<file path="config.mk">
export PLATFORM = sky130hd
export DESIGN_NAME = frame_readback
export DESIGN_NICKNAME = d
export VERILOG_FILES = /design/src/rtl/frame_readback.sv
export SDC_FILE = /design/constraint.sdc
export NUM_CORES = 1
export LEC_CHECK = 0
export BUFFER_PORTS_ARGS = -buffer_cell sky130_fd_sc_hd__buf_2
export CORE_ASPECT_RATIO = 0.5
export CORE_UTILIZATION = 61
export DETAILED_ROUTE_END_ITERATION = 10
export GPL_TIMING_DRIVEN = 0
export PLACE_DENSITY = 0.93
export REMOVE_ABC_BUFFERS = 1
export SKIP_LAST_GASP = 1
export SLEW_MARGIN = 20
export SYNTH_ARGS = -nofsm -noshare
export SYNTH_HDL_FRONTEND = slang
export SYNTH_SLANG_ARGS = --single-unit
</file>
<file path="constraint.sdc">
create_clock -name clk -period 5.6 [get_ports clk]
set_input_delay 1.12 -clock clk [delete_from_list [all_inputs] [get_ports clk]]
set_output_delay 1.12 -clock clk [all_outputs]
set_load 0.02 [all_outputs]
</file>
<file path="src/rtl/frame_readback.sv">
// Frame readback: issues MIG-style read bursts for one stored frame and unpacks
// each 32-bit word into bytes (byte0 first). Define FRAME_LOOP_EN for continuous refresh.
module frame_readback #(
    parameter int H_RES     = 160,
    parameter int V_RES     = 120,
    parameter int BURST     = 40,
    parameter int BASE_ADDR = 0
) (
    input  logic        clk,
    input  logic        rst,
    input  logic        begin_read,
    output logic        busy,
    output logic        frame_done,
    output logic        cmd_en,
    output logic [2:0]  cmd_instr,
    output logic [5:0]  cmd_bl,
    output logic [29:0] cmd_addr,
    input  logic        cmd_full,
    output logic        rd_en,
    input  logic [31:0] rd_data,
    input  logic        rd_empty,
    output logic [7:0]  out_data,
    output logic        out_valid,
    input  logic        out_ready
);

    localparam int TOTAL_WORDS = H_RES * V_RES / 2;
    localparam int WL_W        = $clog2(TOTAL_WORDS + 1);
    localparam int FIRST_LEN   = (TOTAL_WORDS < BURST) ? TOTAL_WORDS : BURST;
    localparam logic [29:0] STRIDE = 30'(4 * BURST);

    localparam logic [1:0] S_IDLE  = 2'd0;
    localparam logic [1:0] S_ISSUE = 2'd1;
    localparam logic [1:0] S_FETCH = 2'd2;
    localparam logic [1:0] S_DONE  = 2'd3;

    logic [1:0]      state_q, state_d;
    logic [WL_W-1:0] words_left_q, words_left_d;
    logic [6:0]      burst_len_q, burst_len_d;
    logic [6:0]      popped_q, popped_d;
    logic [5:0]      cmd_bl_q, cmd_bl_d;
    logic [29:0]     cmd_addr_q, cmd_addr_d;
    logic [31:0]     hold_q, hold_d;
    logic [1:0]      idx_q, idx_d;
    logic            hold_valid_q, hold_valid_d;

    logic            accept;
    logic            fetch_done;
    logic [6:0]      next_len;

    function automatic logic [6:0] len_of(input logic [WL_W-1:0] left);
        return (32'(left) < 32'(BURST)) ? 7'(left) : 7'(BURST);
    endfunction

    assign cmd_instr  = 3'b001;
    assign cmd_bl     = cmd_bl_q;
    assign cmd_addr   = cmd_addr_q;
    assign cmd_en     = (state_q == S_ISSUE) && !cmd_full;
    assign frame_done = (state_q == S_DONE);
`ifdef FRAME_LOOP_EN
    assign busy       = (state_q != S_IDLE);
`else
    assign busy       = (state_q == S_ISSUE) || (state_q == S_FETCH);
`endif

    assign out_valid  = hold_valid_q;
    assign out_data   = hold_q[{idx_q, 3'b000} +: 8];
    assign accept     = hold_valid_q && out_ready;

    // A new word is popped only when the hold register is empty or its last
    // byte leaves this cycle, so bytes stream without bubbles across words.
    assign rd_en = (state_q == S_FETCH) && !rd_empty && (popped_q < burst_len_q) &&
                   (!hold_valid_q || (idx_q == 2'd3 && out_ready));

    // The burst is finished only once every popped byte has been consumed.
    assign fetch_done = (state_q == S_FETCH) && (popped_q == burst_len_q) && !hold_valid_q;
    assign next_len   = len_of(words_left_q);

    always_comb begin
        state_d      = state_q;
        words_left_d = words_left_q;
        burst_len_d  = burst_len_q;
        popped_d     = popped_q;
        cmd_bl_d     = cmd_bl_q;
        cmd_addr_d   = cmd_addr_q;
        hold_d       = hold_q;
        idx_d        = idx_q;
        hold_valid_d = hold_valid_q;

        case (state_q)
            S_IDLE: begin
                if (begin_read) begin
                    state_d      = S_ISSUE;
                    words_left_d = WL_W'(TOTAL_WORDS);
                    burst_len_d  = 7'(FIRST_LEN);
                    cmd_bl_d     = 6'(FIRST_LEN - 1);
                    cmd_addr_d   = 30'(BASE_ADDR);
                end
            end
            S_ISSUE: begin
                // cmd_bl/cmd_addr were set on entry and simply hold while cmd_full.
                if (cmd_en) begin
                    state_d      = S_FETCH;
                    words_left_d = words_left_q - WL_W'(burst_len_q);
                    popped_d     = 7'd0;
                end
            end
            S_FETCH: begin
                if (fetch_done) begin
                    if (words_left_q == '0) begin
                        state_d = S_DONE;
                    end else begin
                        state_d     = S_ISSUE;
                        burst_len_d = next_len;
                        cmd_bl_d    = 6'(next_len - 7'd1);
                        cmd_addr_d  = cmd_addr_q + STRIDE;
                    end
                end
            end
            default: begin
`ifdef FRAME_LOOP_EN
                state_d      = S_ISSUE;
                words_left_d = WL_W'(TOTAL_WORDS);
                burst_len_d  = 7'(FIRST_LEN);
                cmd_bl_d     = 6'(FIRST_LEN - 1);
                cmd_addr_d   = 30'(BASE_ADDR);
`else
                state_d      = S_IDLE;
`endif
            end
        endcase

        if (rd_en) begin
            hold_d       = rd_data;
            idx_d        = 2'd0;
            hold_valid_d = 1'b1;
            popped_d     = popped_q + 7'd1;
        end else if (accept) begin
            idx_d = idx_q + 2'd1;
            if (idx_q == 2'd3) hold_valid_d = 1'b0;
        end
    end

    always_ff @(posedge clk) begin
        if (rst) begin
            state_q      <= S_IDLE;
            words_left_q <= '0;
            burst_len_q  <= '0;
            popped_q     <= '0;
            cmd_bl_q     <= '0;
            cmd_addr_q   <= '0;
            hold_q       <= '0;
            idx_q        <= '0;
            hold_valid_q <= 1'b0;
        end else begin
            state_q      <= state_d;
            words_left_q <= words_left_d;
            burst_len_q  <= burst_len_d;
            popped_q     <= popped_d;
            cmd_bl_q     <= cmd_bl_d;
            cmd_addr_q   <= cmd_addr_d;
            hold_q       <= hold_d;
            idx_q        <= idx_d;
            hold_valid_q <= hold_valid_d;
        end
    end

endmodule

</file>
# After elaboration in Yosys (flattened, before gate mapping)
# Cells that the tools add are included.
# totals
ff_bits,101
latchBits,0
ram_bits,0
romBits,0
input_bits,38
elab_cells,80
n_memories,0
# op_classes
n_addsub,5
multipliers,0
n_div,0
magnitude_cmp,2
n_eq_ne,9
shifts,1
muxes,27
bitwise_logic,0
n_reduce_logical,27
# ops
cell,n
$mux W30,3
$pmux W30 S2,1
$mux W7,7
$shiftx A32 B6 Y8,1
$add A30 B8 Y30 const B,1
$mux W14,2
$pmux W14 S2,1
$mux W6,3
$logic_not A14 Y1,1
$lt A14 B6 Y1 const B,1
$pmux W7 S2,1
$sub A14 B7 Y14,1
$pmux W6 S2,1
$reduce_bool A2 Y1,6
$logic_and A1 B1 Y1,8
$mux W2,4
$ne A2 B2 Y1 const B,4
$add A7 B1 Y7 const B,1
$eq A7 B7 Y1,1
$lt A7 B7 Y1,1
$eq A2 B2 Y1 const B,3
$pmux W2 S3,1
$reduce_and A3 Y1,2
$sub A6 B1 Y6 const B,1
9 further kinds,15

# Logic depth before layout (Yosys ltp)
# logic_depth
ltp_word,6
mapped_depth,9

# Worst setup path before layout
# No wires, ideal clock.
# synth_path
path_type,in2out
from,input port rd_empty
to,output port rd_en
t_arrival_ps,2332
path_slack_ps,2148
path_stages,4
path_buffers,1
path_cell_list,a2111o_1 > or3_1 > clkbuf_1 > nor2_1
# synth_via
elab_chain_cells,4
# synth_rtl
item,line,rtl
start: declaration,21,"input logic rd_empty,"
$logic_not A1 Y1,72,assign rd_en = (state_q == S_FETCH) && !rd_empty && (popped_q < burst_len_q) &&
$logic_and A1 B1 Y1 (3 in a row),72,
end: declaration,19,"output logic rd_en,"
# Every way passes these cells.

# Worst setup path after layout
# layout_path
from,register state_q[0]
to,output port rd_en
# layout_via
elab_chain_cells,4
# layout_rtl
item,line,rtl
start: declaration,37,"logic [1:0] state_q, state_d;"
start signal: assignment,156,state_q <= state_d;
$eq A2 B2 Y1,72,
$logic_and A1 B1 Y1 (3 in a row),72,
# Every way passes these cells.

==> flow_metrics.env <==
export IMPL_r2r_cells=7
export IMPL_antenna_cells=0
export IMPL_drc_errors=0
export IMPL_slowest_delay_ns=0.73
export IMPL_crit_top_cell="inv_1"
export IMPL_final_nets=727
export IMPL_drtIter0Drc=509
export IMPL_drive_gt1_share_pct=18.9
export IMPL_clk_pin_slew_ns=0.07
export IMPL_wire_per_inst_microns=16.9
export IMPL_worstSetupStartpointType="flip-flop"
export IMPL_hpwl_microns=8570
export IMPL_async_flop_share_pct=0
export IMPL_fin_crit_sh_pct=82.5
export IMPL_synthCells=610
export IMPL_synth_seq_cells=96
export IMPL_vias=5039
export IMPL_maxUsedRoutingLayer="met4"
export IMPL_setup_violations=0
export IMPL_r2r_start="state_q[0]"
export IMPL_slew_violations=0
export IMPL_rows=23
export IMPL_clk_latency_ns=0.35
export IMPL_coreArea_sq_um=8090
export IMPL_area_growth_syn_to_layout_pct=14.3
export IMPL_gp_congestion=0.813
export IMPL_wl_met2_microns=6180
export IMPL_rrSetupSlack_ns=2.37
export IMPL_crit_path_end_kind="output pin"
export IMPL_dieArea_sq_um=8800
export IMPL_worstPathRequired_ns=4.48
export IMPL_multi_input_area_sq_um=2950
export IMPL_regArea_sq_um=1920
export IMPL_cts_setup_buffers=0
export IMPL_synth_area_leaders="dfxtp_1 (37%), ha_1 (5.4%), a21oi_1 (5.2%), nand3_1 (4.7%), o21ai_0 (4.7%)"
export IMPL_grt_overflow_total=0
export IMPL_min_period_ns=4.62
export IMPL_track_usage_pct=31.0
export IMPL_max_freq_mhz=216
export IMPL_hp_start="cmd_bl[0]"
export IMPL_leakage_uw=0.00235
export IMPL_hold_viol=0
export IMPL_crit_fanout=40
export IMPL_ys_flop_type="dfxtp_1"
export IMPL_dp_cells=767
export IMPL_grt_max_degree=74
export IMPL_rsz0062_at_grt="false"
export IMPL_holdPathEnd="cmd_bl[0]"
export IMPL_status="complete, no violations"
export IMPL_cts_hold_fix_buffers=0
export IMPL_grt_pass1_wl_microns=21600
export IMPL_slew_headroom_pct=33.1
export IMPL_synth_yosys_seq_area_share_pct=37.5
export IMPL_worstMarginPinSlew_ns=0.999
export IMPL_wl_met1_microns=5600
export IMPL_die_h_microns=66.8
export IMPL_nFillCells=598
export IMPL_via_per_inst=6.44
export IMPL_yosysWarnings=0
export IMPL_crit_chain="inv_1 > ha_1 > inv_1 > a2111o_1 > or3_2 > nor2_1 > buf_2"
export IMPL_io_pins=90
export IMPL_clockBufferDepth=2
export IMPL_wl_met3_microns=1160
export IMPL_cts_tree="built"
export IMPL_synth_top_area_share_pct=37.5
export IMPL_io_buffer_count=81
export IMPL_cap_violations=0
export IMPL_cts_root_buf="clkbuf_16"
export IMPL_reg2reg_to="cmd_addr[28]"
export IMPL_cts_resized=0
export IMPL_final_core_util_pct=72.5
export IMPL_initial_core_util_pct=63.4
export IMPL_power_density_nw_per_um2=416
export IMPL_syn_area_sq_um=5130
export IMPL_drt_wl_total_microns=13200
export IMPL_path_class="flip-flop to output pin"
export IMPL_setup_tns_ns=0
export IMPL_detail_route_antenna_nets=0
export IMPL_drtPass1Iterations=5
export IMPL_grt_pass1_vias=4450
export IMPL_crit_slowest_cell="or3_2"
export IMPL_synth_edff_count=0
export IMPL_fp_dieW_microns=132
export IMPL_crit_arrival_ns=3.50
export IMPL_peakVddDrop_uv=278
export IMPL_antenna_found_initial=0
export IMPL_synth_area_per_cell_sq_um=8.40
export IMPL_fin_worst_skew_ns=0.00890
export IMPL_cts_num_sinks=96
export IMPL_synth_cell_type_count=59
export IMPL_hold_depth=2
export IMPL_worstHoldPathType="flip-flop to flip-flop"
export IMPL_cts_max_level=3
export IMPL_instances_no_fill=783
export IMPL_synth_top_area_cell="dfxtp_1"
export IMPL_cts_buffers=9
[cell usage after synthesis (7+ instances only)]
library cell	count
or3_1	12
nand4_1	11
a21oi_1	53
and3_1	7
or4_1	15
o21a_1	7
mux4_2	8
inv_1	21
xnor2_1	8
nor3_1	12
dfxtp_1	96
nor4_1	7
buf_4	10
o2111ai_1	7
clkbuf_1	33
ha_1	22
o21ai_0	48
xor2_1	7
nand3_1	48
nor2_1	33
nand2_1	45
o211ai_1	15
[worst max-delay path: cells and delay by family (launching register included)]
kind            cells  cell delay [ns]
simple gates        2             1.07
buf+inv             3             0.68
fa+ha+maj           1             0.57
compound gates      1             0.45
flops               1             0.36
[cells in the final DEF, fill, tap and decap left out, types with 15 or more instances in the layout]
cell / n
dfxtp_1: 96
buf_2: 80
a21oi_1: 52
nand3_1: 48
o21ai_0: 47
nand2_1: 45
nor2_1: 33
ha_1: 22
inv_1: 21
or4_1: 15
o211ai_1: 15
[layer usage]
layer / vias to the layer above / global-route usage [%]
li1: 2353 / -
met2: 258 / 52.3
met5: - / 0
met3: 36 / 7.23
met4: 0 / 10.3
met1: 2392 / 39.5
[worst max path at each step]
stage	endpoint	cells after the start	from
3_3_place_gp	popped_q[2]	7	state_q[0]
6_report	rd_en	7	state_q[0]
2_1_floorplan	popped_q[2]	4	rd_empty
5_1_grt	rd_en	7	state_q[0]
3_5_place_dp	rd_en	7	state_q[0]
4_1_cts	rd_en	7	state_q[0]
[logic make-up after synthesis]
group | share of synthesized area [%]
DFF | 37.5
other | 0.147
AOI/OAI and AO/OA | 21.2
buffers and inverters | 5.86
xor gates and xnor gates | 2.56
muxes | 4.10
and+or+nand+nor | 22.9
adders and majority gates | 5.76
[metrics by stage]
| stage | hold WS [ns] | instance area (sq um) | power [uW] | setup slack (ns) |
|---|---|---|---|---|
| after global routing | 0.492 | 5860 | 2580 | 0.819 |
| after detailed placement | 0.445 | 5570 | 1820 | 1.33 |
| after global placement | 0.440 | 5470 | 1730 | 0.389 |
| after floorplan | 0.426 | 4930 | 1500 | 1.74 |
| after CTS | 0.453 | 5860 | 2420 | 0.916 |
| final | 0.455 | 5860 | 2430 | 0.980 |
[registers in the layout, summed over array words and instances (netlist names)]
name / flops
cmd_bl: 6
words_left_q: 14
state_q: 2
idx_q: 2
cmd_addr: 25
out_valid: 1
hold_q: 32
burst_len_q: 7
popped_q: 7
[power by group]
part           leakage [uW]  switching [uW]  internal [uW]  total, uW
clock network      0.000138             273            317        590
registers          0.000778            65.2            761        826
logic               0.00143             692            327       1020
[cell type report]
| class | count | share of cell area, % |
|---|---|---|
| clock buffers | 11 | 4.14 |
| clock inverters | 5 | 0.705 |
| inverters | 21 | 1.35 |
| multi-input cells | 451 | 50.4 |
| flip-flops and latches | 96 | 32.8 |
| well taps | 112 | 2.39 |
| repair buffers | 87 | 8.20 |
Note: power is estimated with default switching activity, not from simulation.
